**config.mk**
```make
export PLATFORM = sky130hd
export DESIGN_NAME = serial_tx
export DESIGN_NICKNAME = d
export VERILOG_FILES = /design/src/rtl/serial_pkg.sv /design/src/rtl/baud_tick.sv /design/src/rtl/serial_tx.sv
export SDC_FILE = /design/constraint.sdc
export NUM_CORES = 1
export LEC_CHECK = 0
export CAP_MARGIN = 20
export CORE_MARGIN = 4
export CORE_UTILIZATION = 51
export CTS_BUF_LIST = sky130_fd_sc_hd__clkbuf_8 sky130_fd_sc_hd__clkbuf_16
export DETAILED_ROUTE_END_ITERATION = 16
export MAX_ROUTING_LAYER = met4
export PLACE_DENSITY = 0.79
export SYNTH_ARGS = -nofsm -noshare
export SYNTH_HDL_FRONTEND = slang
export SYNTH_SLANG_ARGS = --single-unit
```
**constraint.sdc**
```tcl
create_clock -name clk -period 2.1 [get_ports clk]
set_clock_uncertainty 0.15 [all_clocks]
set_input_delay 0.525 -clock clk [delete_from_list [all_inputs] [get_ports clk]]
set_output_delay 0.525 -clock clk [all_outputs]
set_load 0.005 [all_outputs]
```
**src/rtl/serial_pkg.sv**
```systemverilog
// Shared framing definitions for the serial link.
// Transmitter and receiver both import these defaults.
package serial_pkg;

    typedef enum logic [2:0] {
        IDLE,
        START,
        DATA,
        PARITY,
        STOP
    } tx_state_t;

    localparam int DEF_DATA_W       = 8;
    localparam int DEF_CLKS_PER_BIT = 4;

endpackage

```
**src/rtl/baud_tick.sv**
```systemverilog
// Bit-period divider for the serial transmitter.
// Pulses bit_end on the last clock of each serial bit.
module baud_tick #(
    parameter int CLKS_PER_BIT = 4
) (
    input  logic clk,
    input  logic rst,
    input  logic clr,
    input  logic en,
    output logic bit_end
);

    localparam int CW = (CLKS_PER_BIT > 1) ? $clog2(CLKS_PER_BIT) : 1;
    localparam logic [CW-1:0] LAST = CW'(CLKS_PER_BIT - 1);

    logic [CW-1:0] cnt;

    // Clearing on frame start aligns the first bit period to the handshake.
    always_ff @(posedge clk) begin
        if (rst || clr) begin
            cnt <= '0;
        end else if (en) begin
            cnt <= (cnt == LAST) ? '0 : cnt + 1'b1;
        end
    end

    assign bit_end = (cnt == LAST);

endmodule

```
**src/rtl/serial_tx.sv**
```systemverilog
// Parallel-to-serial frame transmitter: start, data LSB-first,
// optional parity, stop. All outputs are registered.
module serial_tx
    import serial_pkg::*;
#(
    parameter int DATA_W       = DEF_DATA_W,
    parameter int CLKS_PER_BIT = DEF_CLKS_PER_BIT,
    parameter int PARITY_EN    = 1,
    parameter int PARITY_ODD   = 0
) (
    input  logic              clk,
    input  logic              rst,
    input  logic [DATA_W-1:0] in_data,
    input  logic              in_valid,
    output logic              in_ready,
    output logic              tx,
    output logic              busy,
    output logic              done
);

    localparam int BW = $clog2(DATA_W + 1);
    localparam logic [BW-1:0] BLAST = BW'(DATA_W - 1);

    tx_state_t         state, state_n;
    logic [DATA_W-1:0] shreg, shreg_n;
    logic [BW-1:0]     bitcnt, bitcnt_n;
    logic              par, par_n;
    logic              tx_n, done_n;
    logic              hs, bit_end, tick_en;

    assign hs      = (state == IDLE) && in_valid && in_ready;
    assign tick_en = (state != IDLE);

    baud_tick #(
        .CLKS_PER_BIT(CLKS_PER_BIT)
    ) u_tick (
        .clk    (clk),
        .rst    (rst),
        .clr    (hs),
        .en     (tick_en),
        .bit_end(bit_end)
    );

    always_comb begin
        state_n  = state;
        shreg_n  = shreg;
        bitcnt_n = bitcnt;
        par_n    = par;
        done_n   = 1'b0;
        unique case (state)
            IDLE: begin
                if (hs) begin
                    state_n = START;
                    shreg_n = in_data;
                    par_n   = (^in_data) ^ 1'(PARITY_ODD);
                end
            end
            START: begin
                if (bit_end) state_n = DATA;
            end
            DATA: begin
                if (bit_end) begin
                    shreg_n = shreg >> 1;
                    if (bitcnt == BLAST) begin
                        bitcnt_n = '0;
                        state_n  = (PARITY_EN != 0) ? PARITY : STOP;
                    end else begin
                        bitcnt_n = bitcnt + 1'b1;
                    end
                end
            end
            PARITY: begin
                if (bit_end) state_n = STOP;
            end
            STOP: begin
                if (bit_end) begin
                    state_n = IDLE;
                    done_n  = 1'b1;
                end
            end
            default: state_n = IDLE;
        endcase
    end

    // Line level is derived from the next state so tx stays registered.
    always_comb begin
        tx_n = 1'b1;
        unique case (state_n)
            START:   tx_n = 1'b0;
            DATA:    tx_n = shreg_n[0];
            PARITY:  tx_n = par_n;
            default: tx_n = 1'b1;
        endcase
    end

    always_ff @(posedge clk) begin
        if (rst) begin
            state    <= IDLE;
            shreg    <= '0;
            bitcnt   <= '0;
            par      <= 1'b0;
            tx       <= 1'b1;
            done     <= 1'b0;
            busy     <= 1'b0;
            in_ready <= 1'b0;
        end else begin
            state    <= state_n;
            shreg    <= shreg_n;
            bitcnt   <= bitcnt_n;
            par      <= par_n;
            tx       <= tx_n;
            done     <= done_n;
            busy     <= (state_n != IDLE);
            in_ready <= (state_n == IDLE);
        end
    end

endmodule

```
### Yosys cells after proc, flatten, opt, wreduce, memory -nomap -nowiden

Cells that the tools add are included.

| word-level totals | value |
|---|---|
| bits in registers | 22 |
| input bits | 11 |

| cells by class | value |
|---|---|
| add/subtract/negate cells | 2 |
| equality and inequality tests | 11 |
| muxes and demuxes | 16 |
| bitwise logic cells | 1 |
| reductions and logical operators | 12 |

Operators by type and width:

| kind | number |
|---|---|
| 2-to-1 mux 3 bit | 6 |
| 2-to-1 mux 8 bit | 2 |
| one-hot mux 8 bit (2 select lines) | 1 |
| one-hot mux 3 bit (5 select lines) | 1 |
| equality test 3 x 2 -> 1 bit (second input constant) | 4 |
| XOR reduction 8 bit | 1 |
| equality test 3 x 1 -> 1 bit (second input constant) | 2 |
| zero test 3 bit | 2 |
| nonzero test 3 bit | 2 |
| adder 4 x 1 -> 4 bit (second input constant) | 1 |
| equality test 4 x 3 -> 1 bit (second input constant) | 1 |
| 2-to-1 mux 4 bit | 1 |
| equality test 3 bit (second input constant) | 1 |
| 2-to-1 mux 1 bit | 3 |
| one-hot mux 1 bit (3 select lines) | 1 |
| AND reduction 3 bit | 1 |
| adder 2 x 1 -> 2 bit (second input constant) | 1 |
| equality test 2 bit (second input constant) | 1 |
| logical AND 1 bit | 2 |
| 2-to-1 mux 2 bit | 1 |
| inequality test 2 x 1 -> 1 bit (second input constant) | 1 |
| inequality test 2 bit (second input constant) | 1 |
| AND reduction 2 bit | 1 |
| nonzero test 2 bit | 1 |
| 3 further kinds | 3 |

### Logic depth before layout (Yosys ltp)

| logic depth | value |
|---|---|
| depth in word-level cells | 7 |
| mapped depth | 8 |

### Hierarchy

A second synthesis with hierarchy kept.

| second synthesis, totals | value |
|---|---|
| cells, all modules | 116 |
| area total of the unflattened synthesis | 1048.5 um^2 |

Modules (own cells, without submodules):

| module | instances | cells each | area an instance (um^2) | seq. area each (um^2) |
|---|---|---|---|---|
| serial_tx | 1 | 108 | 953.4 | 400.4 |
| baud_tick | 1 | 8 | 95.1 | 40.0 |

### Least setup slack after synthesis

OpenSTA, ideal clock, no wires.

| timing | value |
|---|---|
| kind | register to register |
| start point | register u_tick.cnt[0] |
| end point | register tx |
| setup time | 0.136 ns |
| data arrival time | 1.495 ns |
| data required time | 1.814 ns |
| slack | 0.319 ns |
| cell stages (with the launch flop) | 8 |
| path buffers | 1 |
| path through | dfxtp_1 -> ha_1 -> clkbuf_1 -> and4bb_1 -> a31oi_2 -> a221oi_2 -> o21ai_2 -> o311ai_2 |

| on the way | value |
|---|---|
| cells in the longest elaborated chain, start to end | 5 |
| elaborated cells between the ends (all ways) | 12 |

RTL lines:

| what | line | RTL |
|---|---|---|
| start, declared | baud_tick.sv:16 | `logic [CW-1:0] cnt;` |
| start signal, assigned | baud_tick.sv:23 | `cnt <= (cnt == LAST) ? '0 : cnt + 1'b1;` |
| equality test 2 bit (*) | baud_tick.sv:27 | `assign bit_end = (cnt == LAST);` |
| net bit_end | serial_tx.sv:29 | `logic hs, bit_end, tick_en;` |
| 2-to-1 mux 3 bit, on equally long branches | n/a |  |
| one-hot mux 3 bit (5 select lines) | serial_tx.sv:50 | `unique case (state)` |
| equality test 3 x 2 -> 1 bit or equality test 3 x 1 -> 1 bit (tied branches) | serial_tx.sv:88 | `unique case (state_n)` |
| one-hot mux 1 bit (3 select lines) (*) | serial_tx.sv:88 |  |
| end signal, assigned | serial_tx.sv:111 | `tx <= tx_n;` |
| end, declared | serial_tx.sv:16 | `output logic tx,` |

The timed path passes the listed nets; every way through them passes the cells marked *. The select of a mux whose other input is x is not followed.
A chain may end at the register's enable or synchronous reset.

### Final worst setup path

Same ends and word-level chain as after synthesis.

==> results.cfg <==
[status]
status = finished, final reports clean

[detailed_routing]
routed_wl_um = 1930
dr.pass1.iters = 4
num_vias = 854
wire_per_inst_um = 12.8
drtIter0Drc = 10
viasPerCell = 5.66
route.detailed.drc = 0
antenna_left = 0

[pwr]
power_density_nw_per_um2 = 683
p_leak_nw = 0.447
vdd_drop_max_mv = 0.583

[yosys]
synthTopCellsByArea = dfxtp_1 (44%), xnor2_1 (6.1%), a21oi_1 (6.0%), a22oi_1 (5.2%), nand2_1 (4.5%)
synth_area_um2 = 1010
yosysSeqAreaShare_pct = 43.7
syn_area_per_cell_um2 = 9.17
syn_inst = 110
synthesis.nets = 123
synth_warnings = 0
synth_cell_types = 28
synth_largest_area_cell = dfxtp_1
yosysTopAreaCellShare_pct = 43.7
ys_ff_latch = 22

[global_route]
grt.overflow.total = 0
grt_max_degree = 12
grt_pass1_vias = 824
grt_pass1_wl_um = 3290
antenna_found_initial = 0
track_usage_pct = 16.5

[clock_tree]
cts.sinks = 22
cts_buffers = 3
clkSlewWorstSetupHoldPaths_ns = 0.07
cts_tree = built
clockRootBuffer = clkbuf_8
post_cts_resized = 0
cts_hold_buffers = 0
post_cts_buffers = 0
clk_latency_ns = 0.26
htree_levels = 1
cts_max_path_buffers = 2

[timing]
finalCriticalPeriod_ns = 1.90
hold_viol_final = 0
fmax_mhz = 527
rsz0062_at_grt = no
tightest_slew_ns = 0.363
fin_hold_ws_ns = 0.306
setup_slack_ns = 0.204
slew_violations = 0
period_share_pct = 90.3
setup_viol_count_final = 0
tns_ns = 0
max_slew_margin_pct = 75.8

[setup_path]
crit_fanout = 9
crit_path_end_kind = register
crit_required_ns = 2.12
setup.worst_path.class = reg2reg
worstPathArrival_ns = 1.92
cp-start-kind = register

[die]
rows = 15
dieArea_um2 = 2750
die_h_um = 52.5
start_util_pct = 56.0
die_x_um = 52.5
ioPinCount = 15
floorplan.core_area_um2 = 1800

[min_path]
min_path_type = reg2reg

[final_layout]
fillers = 158
layout_commonest_cell = dfxtp_1
finalNetCount = 141
drive_gt1_share_pct = 10.3
post-route-util_pct = 67.8
syn2layout_area_growth_pct = 21.1
antennaDiodeCount = 0
final_cell_mix = dfxtp_1 (22), clkdlybuf4s50_1 (14), nand2_1 (12), a21oi_1 (12), nor2_1 (10)

[placed_design]
dp_slack_ns = 0.0191
gp_congestion = 0.837
io_buffers = 14
hpwl_um = 1450

[job]
cap_violations = 0
## registers in the layout, indices dropped and copies added (netlist names)
signal / flops
shreg: 8
bitcnt: 4
state: 3
u_tick.cnt: 2
busy: 1
done: 1
in_ready: 1
par: 1
tx: 1
## metal layers
layer,track usage (%),up-vias,part of all wire [%]
met5,-,-,0
met4,6.38,0,1.8
met3,1.99,5,3.6
met2,29.8,16,51
met1,18.3,415,44
li1,-,418,-
## critical path, cell delays in order (launching register included)
cell	delay [ns]
dfxtp_1	0.36
ha_1	0.34
and4bb_1	0.41
a31oi_2	0.08
a221oi_2	0.28
o21ai_2	0.09
o311ai_2	0.09
## cell usage after synthesis
master,count
xnor2_1,7
and4_1,1
nand3b_1,4
and4bb_1,1
nor3_4,1
mux2i_1,2
o21ai_2,1
inv_1,5
buf_4,2
a21oi_1,12
xor2_1,2
clkbuf_1,3
and2_1,1
ha_1,2
a221oi_2,1
buf_6,1
dfxtp_1,22
a31oi_2,1
a22oi_1,7
nand4_1,2
and3_1,1
o311ai_2,1
nor3_1,5
o21ai_0,1
o22ai_1,1
nand2_1,12
nor2_1,10
nand4bb_1,1
## final timing paths
kind	start	to	slack, ns	cells after the start
worst max-delay path	u_tick.cnt[0]$_SDFFE_PP0N_	tx$_SDFF_PP1_	0.20	6
worst min-delay path	shreg[4]$_SDFFE_PP0P_	shreg[4]$_SDFFE_PP0P_	0.31	2
worst max register to register	u_tick.cnt[0]$_SDFFE_PP0N_	tx$_SDFF_PP1_	0.20	6
worst min register to register	shreg[4]$_SDFFE_PP0P_	shreg[4]$_SDFFE_PP0P_	0.31	2
## stage by stage
step / power (W) / cells / area (µm²)
floorplan: 0.000541 / 110 / 1010
global placement: 0.000587 / 148 / 1180
detailed placement: 0.000591 / 148 / 1180
CTS: 0.000843 / 151 / 1220
global route: 0.000877 / 151 / 1220
finish: 0.000834 / 151 / 1220
## area by class of cell
class | instances | area [µm²] | share of cell area [%]
flip-flops and latches | 22 | 440 | 36.1
clock buffers | 3 | 41.3 | 3.38
well taps | 25 | 31.3 | 2.56
inverters | 5 | 18.8 | 1.54
multi-input cells | 77 | 512 | 41.9
repair buffers | 19 | 178 | 14.5
## power by group
part / internal [W] / total (W) / switching (W)
clock: 0.000128 / 0.000252 / 0.000124
sequential: 0.000437 / 0.000449 / 0.0000118
combinational: 0.0000725 / 0.000134 / 0.0000612
total: 0.000637 / 0.000834 / 0.000197
## kinds of logic after synthesis
kind of cell / Yosys count / synth area share [%]
AO/OA/AOI/OAI: 25 / 17.5
multiplexers: 2 / 1.99
flip-flops: 22 / 43.7
XOR/XNOR: 9 / 7.82
AND/OR/NAND/NOR: 39 / 21.0
adder cells (fa/ha/maj): 2 / 2.48
buffers and inverters: 11 / 5.58
Power figures use the tool's default switching activity.
